File: src/rtl/frame_ring_buffer_pkg.sv
`default_nettype none
// ============================================================================
//  Module      : frame_ring_buffer_pkg
//  Description : Shared word layout, default sizing, drop-state encoding and
//                the register-update delay macro for the frame ring buffer.
//  Revision    : 1.0 - initial release
// ============================================================================

// Register-update delay used on every nonblocking assignment; empty by default
// so the RTL stays delay-free for synthesis.
`ifndef SD
`define SD
`endif

package frame_ring_buffer_pkg;

    localparam int WORD_W     = 9;   // {eof, byte}
    localparam int EOF_BIT    = 8;   // position of the end-of-frame flag
    localparam int ADDR_W_DEF = 9;   // default pointer width (512 words)

    typedef logic [WORD_W-1:0] word_t;

    // Write-side frame handling: accepting bytes, or discarding the rest of
    // a frame that overflowed.
    typedef enum logic [0:0] {
        ST_PASS = 1'b0,
        ST_DROP = 1'b1
    } drop_state_t;

    // Pack a byte and its end-of-frame flag into one stored word.
    function automatic word_t make_word(input logic eof, input logic [7:0] data);
        word_t w;
        w          = '0;
        w[EOF_BIT] = eof;
        w[7:0]     = data;
        return w;
    endfunction

endpackage

`default_nettype wire

File: src/rtl/frame_ring_buffer_if.sv
`default_nettype none
// ============================================================================
//  Module      : frame_ring_buffer_if
//  Description : Write stream, random-access read port and release handshake
//                between the host receive path / header decoder and the
//                frame ring buffer.
//  Revision    : 1.0 - initial release
// ============================================================================
interface frame_ring_buffer_if
    import frame_ring_buffer_pkg::*;
#(
    parameter int ADDR_W = ADDR_W_DEF,
    parameter int CNT_W  = ADDR_W + 1
);

    logic [7:0]        wr_data;
    logic              wr_eof;
    logic              wr_valid;
    logic              frame_dropped;
    logic [ADDR_W-1:0] rd_addr;
    logic [WORD_W-1:0] rd_data;
    logic              rd_data_valid;
    logic              frame_valid;
    logic [ADDR_W-1:0] tail;
    logic              latch_tail;
    logic [CNT_W-1:0]  frame_count;

    // Producer and consumer side, as seen from outside the buffer.
    modport master (
        output wr_data, wr_eof, wr_valid, rd_addr, latch_tail,
        input  frame_dropped, rd_data, rd_data_valid, frame_valid, tail, frame_count
    );

    // The buffer itself.
    modport slave (
        input  wr_data, wr_eof, wr_valid, rd_addr, latch_tail,
        output frame_dropped, rd_data, rd_data_valid, frame_valid, tail, frame_count
    );

endinterface

`default_nettype wire

File: src/rtl/frame_ring_mem.sv
`default_nettype none
// ============================================================================
//  Module      : frame_ring_mem
//  Description : 2**ADDR_W x WORD_W storage, one synchronous write port and
//                one asynchronous read port. Kept separate so a vendor RAM
//                primitive can be dropped in.
//  Revision    : 1.0 - initial release
// ============================================================================
module frame_ring_mem #(
    parameter int ADDR_W = 9,
    parameter int WORD_W = 9
) (
    input  wire logic              clk,
    input  wire logic              wr_en_i,
    input  wire logic [ADDR_W-1:0] wr_addr_i,
    input  wire logic [WORD_W-1:0] wr_data_i,
    input  wire logic [ADDR_W-1:0] rd_addr_i,
    output logic      [WORD_W-1:0] rd_data_o
);

    localparam int DEPTH = 2 ** ADDR_W;

    logic [WORD_W-1:0] mem_q [DEPTH];

    // Contents are don't-care after reset, so the array carries no reset.
    always_ff @(posedge clk) begin
        if (wr_en_i) begin
            mem_q[wr_addr_i] <= `SD wr_data_i;
        end
    end

    assign rd_data_o = mem_q[rd_addr_i];

endmodule

`default_nettype wire

File: src/rtl/frame_ring_buffer.sv
`default_nettype none
// ============================================================================
//  Module      : frame_ring_buffer
//  Description : Circular frame store ahead of the header decoder. Bytes are
//                written with an EOF flag; only complete (committed) frames
//                are visible on the random-access read port, and space is
//                released when the consumer latches a new tail.
//  Revision    : 1.0 - initial release
// ============================================================================
module frame_ring_buffer
    import frame_ring_buffer_pkg::*;
#(
    parameter int ADDR_W = ADDR_W_DEF,
    parameter int CNT_W  = ADDR_W + 1
) (
    input  wire logic          clk,
    input  wire logic          rst,
    frame_ring_buffer_if.slave ring_if
);

    localparam logic [ADDR_W-1:0] PTR_ONE = ADDR_W'(1);
    localparam logic [CNT_W-1:0]  CNT_ONE = CNT_W'(1);

    logic [ADDR_W-1:0] head_q,   head_d;    // next write address
    logic [ADDR_W-1:0] commit_q, commit_d;  // one past the last committed word
    logic [ADDR_W-1:0] tail_q,   tail_d;    // oldest unreleased word
    logic [CNT_W-1:0]  count_q,  count_d;   // committed, unreleased frames
    logic              dropped_q;
    drop_state_t       state_q;

    logic [ADDR_W-1:0] head_inc;
    logic              is_full;
    logic              wr_accept;
    logic              wr_overflow;
    logic              wr_commit;
    logic              tail_release;
    logic [ADDR_W-1:0] rd_offset;
    logic [ADDR_W-1:0] commit_span;
    word_t             wr_word;

    assign head_inc = head_q + PTR_ONE;

    // The full check uses the tail as it stands before any same-cycle latch.
    assign is_full      = (head_inc == tail_q);
    assign wr_accept    = ring_if.wr_valid && (state_q == ST_PASS) && !is_full;
    assign wr_overflow  = ring_if.wr_valid && (state_q == ST_PASS) &&  is_full;
    assign wr_commit    = wr_accept && ring_if.wr_eof;
    assign tail_release = ring_if.latch_tail && (count_q != '0);
    assign wr_word      = make_word(ring_if.wr_eof, ring_if.wr_data);

    // Next pointer and frame-count values from this cycle's write and release.
    always_comb begin
        head_d   = head_q;
        commit_d = commit_q;
        tail_d   = tail_q;
        count_d  = count_q;

        if (wr_accept) begin
            head_d = head_inc;
        end else if (wr_overflow) begin
            // Throw away the partial frame by rewinding to the commit point.
            head_d = commit_q;
        end

        if (wr_commit) begin
            commit_d = head_inc;
        end

        if (tail_release) begin
            tail_d = ring_if.rd_addr;
        end

        case ({wr_commit, tail_release})
            2'b10:   count_d = count_q + CNT_ONE;
            2'b01:   count_d = count_q - CNT_ONE;
            default: count_d = count_q;
        endcase
    end

    // Pointer registers, drop pulse and the drop-state machine.
    always_ff @(posedge clk or posedge rst) begin
        if (rst) begin
            head_q    <= `SD '0;
            commit_q  <= `SD '0;
            tail_q    <= `SD '0;
            count_q   <= `SD '0;
            dropped_q <= `SD 1'b0;
            state_q   <= `SD ST_PASS;
        end else begin
            head_q    <= `SD head_d;
            commit_q  <= `SD commit_d;
            tail_q    <= `SD tail_d;
            count_q   <= `SD count_d;
            dropped_q <= `SD wr_overflow;
            case (state_q)
                ST_PASS: begin
                    // An overflow on the EOF byte already ends the frame.
                    if (wr_overflow && !ring_if.wr_eof) begin
                        state_q <= `SD ST_DROP;
                    end
                end
                ST_DROP: begin
                    // The EOF byte is discarded too; the next frame starts clean.
                    if (ring_if.wr_valid && ring_if.wr_eof) begin
                        state_q <= `SD ST_PASS;
                    end
                end
                default: state_q <= `SD ST_PASS;
            endcase
        end
    end

    frame_ring_mem #(
        .ADDR_W (ADDR_W),
        .WORD_W (WORD_W)
    ) u_mem (
        .clk       (clk),
        .wr_en_i   (wr_accept),
        .wr_addr_i (head_q),
        .wr_data_i (wr_word),
        .rd_addr_i (ring_if.rd_addr),
        .rd_data_o (ring_if.rd_data)
    );

    // A read address is valid when it falls in the committed span measured
    // from the tail, which keeps uncommitted bytes invisible across the wrap.
    assign rd_offset   = ring_if.rd_addr - tail_q;
    assign commit_span = commit_q - tail_q;

    assign ring_if.rd_data_valid = (rd_offset < commit_span);
    assign ring_if.frame_valid   = (count_q != '0);
    assign ring_if.frame_count   = count_q;
    assign ring_if.tail          = tail_q;
    assign ring_if.frame_dropped = dropped_q;

endmodule

`default_nettype wire

File: src/flat_wrapper.sv
// flat-port wrapper written by rule: the top's interface ports become plain ports
module frame_ring_buffer_flat import frame_ring_buffer_pkg::*;
#(
    parameter int ADDR_W = ADDR_W_DEF,
    parameter int CNT_W  = ADDR_W + 1
)
  (clk, rst, ring_if_wr_data, ring_if_wr_eof, ring_if_wr_valid, ring_if_rd_addr, ring_if_latch_tail, ring_if_frame_dropped, ring_if_rd_data, ring_if_rd_data_valid, ring_if_frame_valid, ring_if_tail, ring_if_frame_count);
  frame_ring_buffer_if #(.ADDR_W(ADDR_W), .CNT_W(CNT_W)) ring_if_i ();
  input  wire logic clk;
  input  wire logic rst;
  input wire logic [$bits(ring_if_i.wr_data)-1:0] ring_if_wr_data;
  input wire logic [$bits(ring_if_i.wr_eof)-1:0] ring_if_wr_eof;
  input wire logic [$bits(ring_if_i.wr_valid)-1:0] ring_if_wr_valid;
  input wire logic [$bits(ring_if_i.rd_addr)-1:0] ring_if_rd_addr;
  input wire logic [$bits(ring_if_i.latch_tail)-1:0] ring_if_latch_tail;
  output wire logic [$bits(ring_if_i.frame_dropped)-1:0] ring_if_frame_dropped;
  output wire logic [$bits(ring_if_i.rd_data)-1:0] ring_if_rd_data;
  output wire logic [$bits(ring_if_i.rd_data_valid)-1:0] ring_if_rd_data_valid;
  output wire logic [$bits(ring_if_i.frame_valid)-1:0] ring_if_frame_valid;
  output wire logic [$bits(ring_if_i.tail)-1:0] ring_if_tail;
  output wire logic [$bits(ring_if_i.frame_count)-1:0] ring_if_frame_count;
  assign ring_if_i.wr_data = ring_if_wr_data;
  assign ring_if_i.wr_eof = ring_if_wr_eof;
  assign ring_if_i.wr_valid = ring_if_wr_valid;
  assign ring_if_i.rd_addr = ring_if_rd_addr;
  assign ring_if_i.latch_tail = ring_if_latch_tail;
  assign ring_if_frame_dropped = ring_if_i.frame_dropped;
  assign ring_if_rd_data = ring_if_i.rd_data;
  assign ring_if_rd_data_valid = ring_if_i.rd_data_valid;
  assign ring_if_frame_valid = ring_if_i.frame_valid;
  assign ring_if_tail = ring_if_i.tail;
  assign ring_if_frame_count = ring_if_i.frame_count;
  frame_ring_buffer #(.ADDR_W(ADDR_W), .CNT_W(CNT_W)) u_core (.clk(clk), .rst(rst), .ring_if(ring_if_i));
endmodule
File: config.mk
export PLATFORM = sky130hd
export DESIGN_NAME = frame_ring_buffer_flat
export DESIGN_NICKNAME = d
export VERILOG_FILES = /design/src/rtl/frame_ring_buffer_pkg.sv /design/src/rtl/frame_ring_buffer_if.sv /design/src/rtl/frame_ring_mem.sv /design/src/rtl/frame_ring_buffer.sv /design/src/flat_wrapper.sv
export SDC_FILE = /design/constraint.sdc
export NUM_CORES = 2
export LEC_CHECK = 0
export CORE_UTILIZATION = 40
export DETAILED_ROUTE_END_ITERATION = 7
export GPL_TIMING_DRIVEN = 0
export HOLD_SLACK_MARGIN = 0.15
export MAX_ROUTING_LAYER = met4
export PLACE_DENSITY = 0.53
export SKIP_CTS_REPAIR_TIMING = 1
export SYNTH_ARGS = -nofsm -noshare
export SYNTH_HDL_FRONTEND = slang
export SYNTH_MEMORY_MAX_BITS = 65536
export SYNTH_SLANG_ARGS = --single-unit
File: constraint.sdc
create_clock -name clk -period 14.5 [get_ports clk]
set_input_delay 2.9 -clock clk [delete_from_list [all_inputs] [get_ports clk]]
set_output_delay 2.9 -clock clk [all_outputs]
set_load 0.01 [all_outputs]
==> results.md <==
- Outcome: complete, but fails checks
- Failing checks: max-capacitance violations, max-slew violations, negative setup slack
- CTS sink cnt: ~4.6k
- CP arrival: 12.28 ns
- First-pass GRT wire length: 835000 µm
- Mean Syn Cell Area: roughly 22 µm²
- CP required: around 12 ns
- Die Span Y: 674 µm
- Clock root cell: clkbuf_16
- Worst slack, placed: -0.275 ns
- Setup WS post-layout: -0.676 ns
- Final period util: 1.05
- Simple-gate area share of the yosys netlist: 0.0186
- Die Wd: 674 µm
- Final net count: 8839
- GP Congestion: 0.991
- Worst hold slack: about 0.51 ns
- Hold_sp: u_core.ring_if.frame_count[9]
- Vias in the first global route: 91.3k
- Synth Register Bits: 4647
- Routed WL: 636000 µm
- Layout cells sized above 1: 0.257
- Die area: between 0.4 and 0.5 mm²
- Peak Freq: 0.0659 GHz
- Final setup fails: 9
- Crit path launch: ring_if_rd_addr[4]
- Post-synthesis adder-cell area fraction: 0.00290
- Layout area overhead: 13.7%
- Synth Area in XOR/XNOR: 0.00209
- CP cell instances: clkdlybuf4s50_1 > buf_2 > inv_2 > nand3_1 > clkbuf_2 > clkbuf_1 > o221ai_1 > a221oi_1 > nor4_1 > a22oi_1 > and3_1 > clkdlybuf4s50_1
- PortBufs: 51
- Skew final: around 0.071 ns
- Hold Crit Class: flip-flop to flip-flop
- VDD IR max: 0.000129 V
- Cell Area, Synth: roughly 0.18 mm²
- Ys Warns: 0
- Setup TNS: -3.16 ns
- Pins over their slew limit: 60
- Pre-Repair DR Iteration Count: 6
- Core Box Area: 0.449 mm²
- Initial core utilization: 0.402
- Detailed-route via count: 94.2k
- Largest family of logic cells by synthesized area: multiplexers
- Least-Margin Pin Slew: 1.76 ns
- Cell variety after synth: 58
- Slowest CP cell: a221oi_1
- Crit path top cell by count: clkdlybuf4s50_1
- Ratio of routed vias to standard cells: 6.21
- Largest net degree at the start of global routing: 165
- Worst-Skew Late Latency: 1.02 ns
- Max_slew headroom: -0.176
- Post-synth ARST share: 0.00839
- Mux contribution to synthesized area: 0.163
- Grt ovf: 0
- Bufs on Longest Clock Path: 4
- Total nets after synthesis: around 8.3k
- WL/cell: 41.9 µm
- Startpoint types: primary input
- Post-Place Cells: 14.3k
- # rows: 246
- Commonest non-fill, non-tap cell in the layout: edfxtp_1
- Antenna violations before repair: a little under 80
- Clock slew at reported path FFs: 0.06 ns
- Drt drc: 0
- Post-Synthesis Cells: 8193
- EDFF count, synth: roughly 4.6k
- Commonest non-fill, non-tap cells in the layout: 4608 x edfxtp_1, 1153 x mux4_2, 547 x nor2_1
- Critical path fanouts, max: 10
- GRT Util Overall: 0.286
- Final HPWL DP: between 400000 and 500000 µm
- Leakage power: around 63 nW
- Max-Cap Viols: 9
- Sequential fraction of the synthesis area: 0.772
- Number of standard cells in the final layout excluding fillers: 15.2k
- CTS tree: done
- Critical path type: primary input to primary output
- Crit path largest cell delay: 1.39 ns
- Ys flop type: edfxtp_1
- Final ANT Viol Nets: 0
- Crit Reg-Reg Startpoint: u_core.head_q[6]
- H-tree depth: 5
- Fin crit period: 15.18 ns
- Ports: 53
- Worst Setup End Kind: primary output
- CTS buffer count: 469
- Final Hold Fails: 0
- Power, Total: about 30 mW
- Unrepaired setup endpoints after global routing: no
- Drt first-iter violations: 16.1k
- PwrDens: roughly 150 mW/mm²
- Compound-Gate Fraction of Synth Area: 0.0261
## report_power, final
part	switching [mW]	internal (mW)	leakage, nW
logic	1.94	0.763	13.7
registers	0.0590	14.9	41.9
clock network	5.34	6.80	7.39
## registers in the layout, summed over array words and instances (netlist names)
| register | flops |
|---|---|
| u_core.ring_if.frame_dropped | 1 |
| u_core.ring_if.tail | 9 |
| u_core.u_mem.mem_q | 4608 |
| u_core.state_q | 1 |
| u_core.ring_if.frame_count | 10 |
| u_core.head_q | 9 |
| u_core.commit_q | 9 |
## per-layer routing
| metal | up-vias | global-route usage | routed length (µm) |
|---|---|---|---|
| met2 | 5736 | 0.414 | 283000 |
| met3 | 1152 | 0.0667 | 67500 |
| met5 | - | - | 0 |
| li1 | 35900 | - | - |
| met1 | 51400 | 0.379 | 246000 |
| met4 | 0 | 0.146 | 40000 |
## metrics by stage
stage / util / instance area, µm²
finish: 0.457 / 205000
global route: 0.457 / 205000
CTS: 0.457 / 205000
detailed placement: 0.423 / 190000
global placement: 0.420 / 188000
floorplan: - / 181000
## worst max-delay path: cells and delay by family
kind | cells | cell delay (ns)
AO/OA/AOI/OAI | 3 | 2.63
AND/OR/NAND/NOR | 3 | 1.71
buffers and inverters | 6 | 4.90
## cell usage after synthesis (13+ instances only)
cell | n | share of area
a311oi_1 | 17 | 0.00082
clkbuf_1 | 214 | 0.0044
o21ai_0 | 156 | 0.0043
mux2_2 | 147 | 0.0092
nand3_1 | 24 | 0.00067
o2111ai_1 | 17 | 0.00082
buf_2 | 142 | 0.0039
buf_1 | 44 | 0.00091
and3_1 | 13 | 0.00045
o221ai_1 | 107 | 0.0052
o22a_1 | 85 | 0.0041
a22oi_1 | 30 | 0.0012
mux4_2 | 1153 | 0.14
ha_1 | 37 | 0.0026
nor2_1 | 563 | 0.012
xnor2_1 | 26 | 0.0013
nand2_1 | 116 | 0.0024
edfxtp_1 | 4608 | 0.77
nor4_1 | 19 | 0.00066
mux2i_1 | 180 | 0.010
o22ai_1 | 60 | 0.0021
buf_4 | 84 | 0.0035
buf_6 | 33 | 0.0021
a221oi_1 | 104 | 0.0050
dfrtp_1 | 39 | 0.0054
a21oi_1 | 35 | 0.00097
inv_1 | 26 | 0.00054
## final timing paths
path	cells past startpoint	slack, ns	endpoint
setup / recovery	12	-0.68	ring_if_rd_data[1]
hold / removal	1	0.51	u_core.ring_if.frame_count[9]
setup reg to reg	9	8.87	u_core.u_mem.mem_q[424][0]
hold reg to reg	1	0.51	u_core.ring_if.frame_count[9]
max in group asynchronous	3	11.92	u_core.ring_if.tail[2]
min in group asynchronous	2	2.13	u_core.ring_if.frame_count[3]
## cells by family (layout without fill, tap and decap cells)
family / after synthesis / after routing
flip-flops: 4647 / 4647
multiplexers: 1480 / 1480
AND/OR/NAND/NOR: 794 / 794
AO/OA/AOI/OAI: 645 / 645
buffers and inverters: 547 / 1530
adder cells (fa/ha/maj): 40 / 40
XOR/XNOR: 40 / 40
other: 0 / 37
## area by class of cell
cell class                 count  area [µm²]
buffer                       517        2730
multi-input combinational   2999       38500
tap                         5952        7450
antenna                       37        92.6
inverter                      30         113
clock buffer                 568       12200
fill                       37300      244000
timing repair buffer         113        1990
clock inverter               302        2920
sequential                  4647      139000
(Power assumes the default switching activity.)
